--- src/rtl/riscv_pkg.sv ---
// Shared RV32I pipeline-control definitions: opcodes, hazard FSM encoding,
// forward-select codes and the shadow-slot bit layout.
package riscv_pkg;

   localparam logic [6:0] OP_R      = 7'b0110011;
   localparam logic [6:0] OP_I      = 7'b0010011;
   localparam logic [6:0] OP_LOAD   = 7'b0000011;
   localparam logic [6:0] OP_STORE  = 7'b0100011;
   localparam logic [6:0] OP_BRANCH = 7'b1100011;

   typedef enum logic [1:0] {
      ST_RUN   = 2'd0,
      ST_STALL = 2'd1,
      ST_FLUSH = 2'd2
   } hz_state_e;

   // Codes name where the operand is taken from once the consumer is in EX.
   localparam logic [1:0] FWD_RF  = 2'b00;
   localparam logic [1:0] FWD_WB  = 2'b01;
   localparam logic [1:0] FWD_MEM = 2'b10;
   localparam logic [1:0] FWD_WD  = 2'b11;

   // Shadow slot layout, LSB first: memread, regwrite, rd[aw-1:0], valid (MSB).
   localparam int SLOT_MR = 0;
   localparam int SLOT_RW = 1;
   localparam int SLOT_RD = 2;

   function automatic int slot_width(input int aw);
      return aw + 3;
   endfunction

endpackage

--- src/rtl/id_use_decode.sv ---
// Register-use decode for the instruction sitting in IF/ID.
// x0 is neither reported as a source nor as a destination.
module id_use_decode
   import riscv_pkg::*;
#(
   parameter int REG_AW = 5
) (
   input  logic [31:0]       instr,
   input  logic              valid,
   output logic              use_rs1,
   output logic              use_rs2,
   output logic              regwrite,
   output logic              memread,
   output logic [REG_AW-1:0] rs1,
   output logic [REG_AW-1:0] rs2,
   output logic [REG_AW-1:0] rd
);

   logic rd1, rd2, wr, ld;
   logic unused_bits;

   assign rs1 = instr[15 +: REG_AW];
   assign rs2 = instr[20 +: REG_AW];
   assign rd  = instr[7 +: REG_AW];
   assign unused_bits = ^{instr[31:25], instr[14:12]};

   always_comb begin
      rd1 = 1'b0;
      rd2 = 1'b0;
      wr  = 1'b0;
      ld  = 1'b0;
      case (instr[6:0])
         OP_R:      begin rd1 = 1'b1; rd2 = 1'b1; wr = 1'b1; end
         OP_I:      begin rd1 = 1'b1; wr = 1'b1; end
         OP_LOAD:   begin rd1 = 1'b1; wr = 1'b1; ld = 1'b1; end
         OP_STORE:  begin rd1 = 1'b1; rd2 = 1'b1; end
         OP_BRANCH: begin rd1 = 1'b1; rd2 = 1'b1; end
         default:   ;
      endcase
   end

   assign use_rs1  = valid && rd1 && (rs1 != '0);
   assign use_rs2  = valid && rd2 && (rs2 != '0);
   assign regwrite = valid && wr && (rd != '0);
   assign memread  = regwrite && ld;

endmodule

--- src/rtl/id_hazard_ctrl.sv ---
// ID-stage hazard controller: shadow EX/MEM/WB destination tracking, RAW stall,
// branch flush sequencing. Define FORWARDING_EN for load-use-only stalls plus fwd selects.
//
//  state | meaning
//  RUN   | normal issue; stall controls asserted in any cycle a hazard is seen
//  STALL | hazard held last cycle; IF/ID and PC frozen until it clears
//  FLUSH | cycle after a taken branch; ID content is wrong-path, never issued
module id_hazard_ctrl
   import riscv_pkg::*;
#(
   parameter int REG_AW = 5,
   parameter int CNT_W  = 16
) (
   input  logic             clk,
   input  logic             reset,
   input  logic [31:0]      instruction_in,
   input  logic             id_valid,
   input  logic             ex_branch_taken,
   output logic             pc_write_en,
   output logic             ifid_write_en,
   output logic             ifid_flush,
   output logic             idex_bubble,
   output logic [1:0]       fwd_a,
   output logic [1:0]       fwd_b,
   output logic [CNT_W-1:0] stall_cycles
);

   localparam int SLOT_W = slot_width(REG_AW);
   localparam int SLOT_V = SLOT_W - 1;

   hz_state_e state_q, state_d;
   logic [SLOT_W-1:0] slot_ex, slot_mem, slot_wb, slot_id;
   logic use_rs1, use_rs2, regwrite, memread;
   logic [REG_AW-1:0] rs1, rs2, rd;
   logic raw, hazard, issue, stall_now;

   id_use_decode #(.REG_AW(REG_AW)) u_decode (
      .instr    (instruction_in),
      .valid    (id_valid),
      .use_rs1  (use_rs1),
      .use_rs2  (use_rs2),
      .regwrite (regwrite),
      .memread  (memread),
      .rs1      (rs1),
      .rs2      (rs2),
      .rd       (rd)
   );

   function automatic logic slot_hit(input logic [SLOT_W-1:0] s, input logic [REG_AW-1:0] r);
      return s[SLOT_V] && s[SLOT_RW] && (s[SLOT_RD +: REG_AW] == r);
   endfunction

   always_comb begin
      slot_id                     = '0;
      slot_id[SLOT_V]             = 1'b1;
      slot_id[SLOT_RD +: REG_AW]  = rd;
      slot_id[SLOT_RW]            = regwrite;
      slot_id[SLOT_MR]            = memread;
   end

`ifdef FORWARDING_EN
   // Only a load still in EX cannot be forwarded in time.
   assign raw = slot_ex[SLOT_MR] &&
                ((use_rs1 && slot_hit(slot_ex, rs1)) || (use_rs2 && slot_hit(slot_ex, rs2)));
`else
   // No regfile write-through, so a WB-stage producer still blocks the read.
   assign raw = (use_rs1 && (slot_hit(slot_ex, rs1) || slot_hit(slot_mem, rs1) || slot_hit(slot_wb, rs1))) ||
                (use_rs2 && (slot_hit(slot_ex, rs2) || slot_hit(slot_mem, rs2) || slot_hit(slot_wb, rs2)));
`endif

   assign hazard = raw && (state_q != ST_FLUSH);

   always_ff @(posedge clk or negedge reset) begin
      if (!reset) state_q <= ST_RUN;
      else        state_q <= state_d;
   end

   always_comb begin
      state_d = state_q;
      if (ex_branch_taken)        state_d = ST_FLUSH;
      else if (state_q == ST_FLUSH) state_d = ST_RUN;
      else if (hazard)            state_d = ST_STALL;
      else                        state_d = ST_RUN;
   end

   always_comb begin
      pc_write_en   = 1'b1;
      ifid_write_en = 1'b1;
      ifid_flush    = 1'b0;
      idex_bubble   = 1'b0;
      stall_now     = 1'b0;
      issue         = 1'b0;
      if (!reset) begin
         // hold reset values while reset is asserted
      end else if (ex_branch_taken) begin
         ifid_flush  = 1'b1;
         idex_bubble = 1'b1;
      end else if (state_q == ST_FLUSH) begin
         idex_bubble = 1'b1;
      end else if (hazard) begin
         pc_write_en   = 1'b0;
         ifid_write_en = 1'b0;
         idex_bubble   = 1'b1;
         stall_now     = 1'b1;
      end else begin
         issue = id_valid;
      end
   end

   always_ff @(posedge clk or negedge reset) begin
      if (!reset) begin
         slot_ex      <= '0;
         slot_mem     <= '0;
         slot_wb      <= '0;
         stall_cycles <= '0;
      end else begin
         slot_wb  <= slot_mem;
         slot_mem <= slot_ex;
         slot_ex  <= issue ? slot_id : '0;
         if (stall_now && !(&stall_cycles))
            stall_cycles <= stall_cycles + CNT_W'(1);
      end
   end

`ifdef FORWARDING_EN
   function automatic logic [1:0] fwd_sel(input logic used, input logic [REG_AW-1:0] r);
      if (!used)                 return FWD_RF;
      if (slot_hit(slot_ex, r))  return FWD_MEM;
      if (slot_hit(slot_mem, r)) return FWD_WB;
      if (slot_hit(slot_wb, r))  return FWD_WD;
      return FWD_RF;
   endfunction

   always_ff @(posedge clk or negedge reset) begin
      if (!reset) begin
         fwd_a <= FWD_RF;
         fwd_b <= FWD_RF;
      end else begin
         fwd_a <= issue ? fwd_sel(use_rs1, rs1) : FWD_RF;
         fwd_b <= issue ? fwd_sel(use_rs2, rs2) : FWD_RF;
      end
   end
`else
   assign fwd_a = FWD_RF;
   assign fwd_b = FWD_RF;
`endif

endmodule

--- config.mk ---
export PLATFORM = sky130hd
export DESIGN_NAME = id_hazard_ctrl
export DESIGN_NICKNAME = d
export VERILOG_FILES = /design/src/rtl/riscv_pkg.sv /design/src/rtl/id_use_decode.sv /design/src/rtl/id_hazard_ctrl.sv
export SDC_FILE = /design/constraint.sdc
export NUM_CORES = 1
export LEC_CHECK = 0
export ABC_AREA = 0
export BUFFER_PORTS_ARGS = -buffer_cell sky130_fd_sc_hd__buf_2
export CORE_UTILIZATION = 54
export CTS_CLUSTER_SIZE = 14
export DETAILED_ROUTE_END_ITERATION = 16
export GPL_ROUTABILITY_DRIVEN = 1
export PLACE_DENSITY = 0.9
export SETUP_SLACK_MARGIN = 0.15
export SYNTH_ARGS = -nofsm -noshare
export SYNTH_HDL_FRONTEND = slang
export SYNTH_SLANG_ARGS = --single-unit
export TNS_END_PERCENT = 1
--- constraint.sdc ---
create_clock -name clk -period 5.7 [get_ports clk]
set_input_delay 0.57 -clock clk [delete_from_list [all_inputs] [get_ports clk]]
set_output_delay 0.57 -clock clk [all_outputs]
set_load 0.02 [all_outputs]
Yosys cells after proc, flatten, opt, wreduce, memory -nomap -nowiden

Cells that the tools add are included.

Register bits after elaboration: 42
Latch bits: 0
RAM bits: 0
Memory bits (read-only): 0
Bits of input ports: 36
Output and inout bits: 24
Word-level logic and storage cells: 77
Memories kept: 0

$add $sub $neg: 1
Multipliers: 0
Divide/modulo/power cells: 0
Magnitude comparators: 0
Equality and inequality tests: 13
Shifts and indexed selects: 0
Multiplexer cells: 25
Bitwise logic cells: 0
Reductions and logical operators: 33

Operators by type and width:

| operator                                                         | count |
|---|---|
| 5-bit == test                                                    | 6 |
| 1-bit 2-to-1 mux                                                 | 23 |
| 1-bit logical AND                                                | 20 |
| 16-bit by 1-bit adder with 16-bit output (second input constant) | 1 |
| 16-bit AND reduction                                             | 1 |
| 5-bit nonzero test                                               | 3 |
| 7-bit by 6-bit == test with 1-bit output (second input constant) | 2 |
| 8-bit 2-to-1 mux                                                 | 1 |
| 7-bit by 2-bit == test with 1-bit output (second input constant) | 1 |
| 7-bit by 5-bit == test with 1-bit output (second input constant) | 1 |
| 7-bit == test (second input constant)                            | 1 |
| 3-bit OR reduction                                               | 2 |
| 1-bit logical OR                                                 | 5 |
| 5-bit OR reduction                                               | 1 |
| 2-bit == test (second input constant)                            | 1 |
| 2-bit 2-to-1 mux                                                 | 1 |
| 2-bit != test (second input constant)                            | 1 |
| 1-bit zero test                                                  | 1 |

Logic depth before layout (Yosys ltp)

Depth in word-level cells: 13
Gate-level depth with buffers: 8
Mapped depth without buffers: 7

By module

A second synthesis with hierarchy kept.

Cell total of the unflattened synthesis: 193
Area, all modules: 2122.0 um^2

By module, submodules not included:

| module         | times used | cells each | area an instance (um^2) | sequential area each (um^2) |
|---|---|---|---|---|
| id_hazard_ctrl | 1          | 162        | 1910.6                  | 975.9 |
| id_use_decode  | 1          | 31         | 211.5                   | 0.0 |

Least setup slack after synthesis

Ideal clock, no wire load.

Path type: input port to output port
Start point: in instruction_in[15]
End point: out pc_write_en
Arrival: 2.034 ns
Required time: 5.130 ns
Slack: 3.096 ns
Cell stages on the path: 7
Path buffers: 2
Cell sequence: or4_1 > o21ai_1 > a31oi_1 > or2_1 > buf_2 > nand2_1 > buf_4

Cells in the longest elaborated chain, start to end: 11
Elaborated cells between the ends (all ways): 17
Those cells by class: 3 x eq/ne; 4 x mux; 10 x reduce/logical

RTL lines:

| item                            | line                 | text |
|---|---|---|
| from (decl)                     | id_hazard_ctrl.sv:16 | `input logic [31:0] instruction_in,` |
| 5-bit == test                   | id_hazard_ctrl.sv:50 | `return s[SLOT_V] && s[SLOT_RW] && (s[SLOT_RD +: REG_AW] == r);` |
| 1-bit logical AND               | id_hazard_ctrl.sv:50 |  |
| 1-bit logical OR (2 in a row)   | id_hazard_ctrl.sv:67 | `assign raw = (use_rs1 && (slot_hit(slot_ex, rs1) \|\| slot_hit(slot_mem, rs1) \|\| slot_hit(slot_wb, rs1))) \|\|` |
| 1-bit logical AND *             | id_hazard_ctrl.sv:67 |  |
| 1-bit logical OR *              | id_hazard_ctrl.sv:67 |  |
| 1-bit logical AND *             | id_hazard_ctrl.sv:71 | `assign hazard = raw && (state_q != ST_FLUSH);` |
| 1-bit 2-to-1 mux * (4 in a row) | --                   |  |
| to (decl)                       | id_hazard_ctrl.sv:19 | `output logic pc_write_en,` |

Every way passes the cells marked *; elsewhere a longest branch is shown, timed or not.

Worst setup path in the final report

Start point: reg slot_wb[6]
End point: out idex_bubble

Cells in the longest elaborated chain, start to end: 10
Elaborated cells between the ends (all ways): 14
Those cells by class: 2 x eq/ne; 4 x mux; 8 x reduce/logical

RTL lines:

| item                                        | line                                       | text |
|---|---|---|
| from (decl)                                 | id_hazard_ctrl.sv:32                       | `logic [SLOT_W-1:0] slot_ex, slot_mem, slot_wb, slot_id;` |
| from (signal assigned)                      | id_hazard_ctrl.sv:117                      | `slot_wb <= slot_mem;` |
| 5-bit == test                               | id_hazard_ctrl.sv:50                       |  |
| 1-bit logical AND                           | id_hazard_ctrl.sv:50                       |  |
| 1-bit logical OR, on equally long branches  | id_hazard_ctrl.sv:67, id_hazard_ctrl.sv:68 |  |
| 1-bit logical AND, on equally long branches | id_hazard_ctrl.sv:67, id_hazard_ctrl.sv:68 |  |
| 1-bit logical OR *                          | id_hazard_ctrl.sv:67                       |  |
| 1-bit logical AND *                         | id_hazard_ctrl.sv:71                       |  |
| 1-bit 2-to-1 mux *                          | id_hazard_ctrl.sv:100                      | `end else if (hazard) begin` |
| 1-bit 2-to-1 mux *                          | id_hazard_ctrl.sv:98                       | `end else if (state_q == ST_FLUSH) begin` |
| 1-bit 2-to-1 mux *                          | id_hazard_ctrl.sv:95                       | `end else if (ex_branch_taken) begin` |
| 1-bit 2-to-1 mux *                          | id_hazard_ctrl.sv:93                       | `if (!reset) begin` |
| to (decl)                                   | id_hazard_ctrl.sv:22                       | `output logic idex_bubble,` |

Marked as above.

==> metrics.yaml <==
sta:
  clock.fmax_ghz: 0.328
  hold_viol: 0
  fin_hold_ws_ns: 0.318
  min_period_over_period: 0.535
  drv_slew: 0
  setup_viol: 0
  fin_setup_tns_ns: 0
  fin_worst_skew_ns: 0.0121
  period_minus_slack_ns: 3.05
  slew_headroom: 0.436
  rsz0062_at_grt: "false"
  worst_pin_slew_ns: 0.846
global_route:
  track_usage: 0.226
  grt_max_degree: 43
  grt_pass1_wl_um: 5960
  grt_antenna_before_repair: 0
  grt_pass1_vias: 1375
  grt-ovfl-total: 0
power:
  peakVddDrop_v: 0.000162
  power.internal_uw: 357
  switchingPower_uw: 117
  swShare: 0.248
  power_frac_seq: 0.594
  clkPwrFrac: 0.316
  combinationalPowerShare: 0.090
  leakagePower_uw: 0.00120
  powerDensity_nw_per_um2: 213
setup_path:
  critPathKind: "flip-flop to primary output"
  start_kind: "flip-flop"
  cpMaxStageDelayCell: "dfrtp_1"
  crit_path_end_kind: "primary output"
  critPathMaxFanout: 13
  cp_cell_sequence: "xor2_1 > nor4_1 > nand4_1 > a31oi_1 > or2_1 > nand2_1 > a21oi_1 > buf_2"
  critPathArrivalTime_ns: 2.48
  max_stage_delay_ns: 0.42
  cp_data_required_time_ns: 5.13
cts:
  clk_latency_ns: 0.34
  numCtsBuffers: 5
  h-tree-depth: 2
  clkTransAtPathRegs_ns: 0.12
  numClockSinks: 39
  post_cts_buffers: 0
  cts_root_buf: "clkbuf_4"
  clock_path_buffers: 2
  cts_tree: "built"
  cts_hold_buf: 0
  cts_resized: 0
status:
  status: "complete, no violations"
routing:
  vias: 1449
  drtPass1Iterations: 4
  vias_per_cell: 5.35
  ant_nets: 0
  finalWirelength_um: 3840
  drtIter0Drc: 42
  route.detailed.drc: 0
  wl_per_cell_um: 14.2
worst_hold_path:
  hp-class: "input port to asynchronous set/reset pin"
yosys:
  ys_types: 32
  synthCells: 175
  synthFlopType: "dfrtp_1"
  ys_seq_area_frac: 0.511
  syn_area_per_cell_um2: 10.9
  yosysWarnings: 0
  yosys-top-cells-area: "dfrtp_1, xor2_1, xnor2_1"
  ys_seq_elements: 39
  synth_top_area_frac: 0.511
  synth-async-reset-ratio: 1.00
  yosysTopAreaCell: "dfrtp_1"
  netlist_area_um2: 1910
  synth_edf_count: 0
layout:
  drive_gt1_frac: 0.249
  syn_to_final_growth_pct: 16.5
  fin_util: 0.662
  num_antenna_cells: 0
  nets: 261
  final_area_um2: 2230
  layout_commonest_cell: "buf_2"
  final_cell_mix: "buf_2, dfrtp_1, xor2_1, xnor2_1"
floorplan:
  die_area_um2: 3780
  die_h_um: 61.5
  coreArea_um2: 3360
  ioPinCount: 60
  die_w_um: 61.5
  row_count: 21
  start_util: 0.568
placement:
  dp_hpwl_um: 2970
  place.gp.congestion: 0.843
  portBuffers: 45
  placed_area_um2: 2160
job:
  cap_violations: 0
[power groups by stage]
stage               Sequential (uW)  Clock, uW  Combinational (uW)
floorplan                       286          0                21.2
global placement                287          0                41.5
detailed placement              287          0                42.7
CTS                             282        151                42.9
global route                    282        164                47.6
finish                          282        150                42.6
[stage by stage]
stage                     std cells  power, uW  setup WS [ns]
after floorplan                 178        308           3.10
after global placement          263        328           2.75
after detailed placement        263        330           2.72
after CTS                       271        476           2.65
after global routing            271        494           2.35
final                           271        474           2.65
[synth_stat cells (2+ instances only)]
master   instances
a21oi_1          2
a31oi_1          2
and2_1           5
and3_1           9
and4_1           2
buf_4            5
dfrtp_1         39
inv_1           10
nand2_1          4
nand3_1         10
nand4_1          9
nor2_1           8
nor3_1           3
nor4_1           6
xnor2_1         18
xor2_1          27
[cell families (layout without fill, tap and decap cells)]
group,after synthesis,after routing,share of synthesized area
AO/OA/AOI/OAI,12,12,0.0478
XOR/XNOR,45,45,0.206
adder cells (fa/ha/maj),1,1,0.00655
buffers and inverters,16,63,0.0419
flip-flops,39,39,0.511
multiplexers,1,1,0.00786
other,1,4,0.00196
AND/OR/NAND/NOR,60,60,0.177
[registers in the layout, summed over array words and instances, names as in the netlist]
signal / count
slot_wb: 7
state_q: 2
stall_cycles: 16
slot_ex: 7
slot_mem: 7
[worst paths after layout]
kind,startpoint,endpoint,slack (ns),depth (start not counted)
setup / recovery,slot_wb[6],idex_bubble,2.65,8
hold / removal,reset,slot_wb[1],0.32,1
setup reg to reg,slot_wb[6],stall_cycles[1],3.37,7
hold reg to reg,slot_mem[1],slot_wb[1],0.42,0
max in group asynchronous,reset,stall_cycles[1],4.85,1
min in group clk,ex_branch_taken,state_q[1],0.38,1
[worst max-delay path, delay by kind of cell (launching register included)]
family / cells / cell delay, ns
simple gates: 4 / 0.96
flops: 1 / 0.42
compound gates: 2 / 0.40
buf+inv: 1 / 0.19
xor+xnor: 1 / 0.17
[metal layers]
| metal | routed length [um] | vias up | track usage |
|---|---|---|---|
| met5 | 0 | - | 0 |
| met4 | 74 | 0 | 0.114 |
| met3 | 234 | 9 | 0.0546 |
| met2 | 1960 | 47 | 0.359 |
| met1 | 1570 | 700 | 0.289 |
| li1 | - | 693 | - |
[cell type report]
class / count / area (um^2)
Clock buffer: 7 / 55.1
Clock inverter: 1 / 8.76
Fill cell: 286 / 1140
Inverter: 10 / 37.5
Multi-Input combinational cell: 123 / 866
Sequential cell: 39 / 976
Tap cell: 46 / 57.6
Timing Repair Buffer: 45 / 225
(Power assumes the default switching activity.)
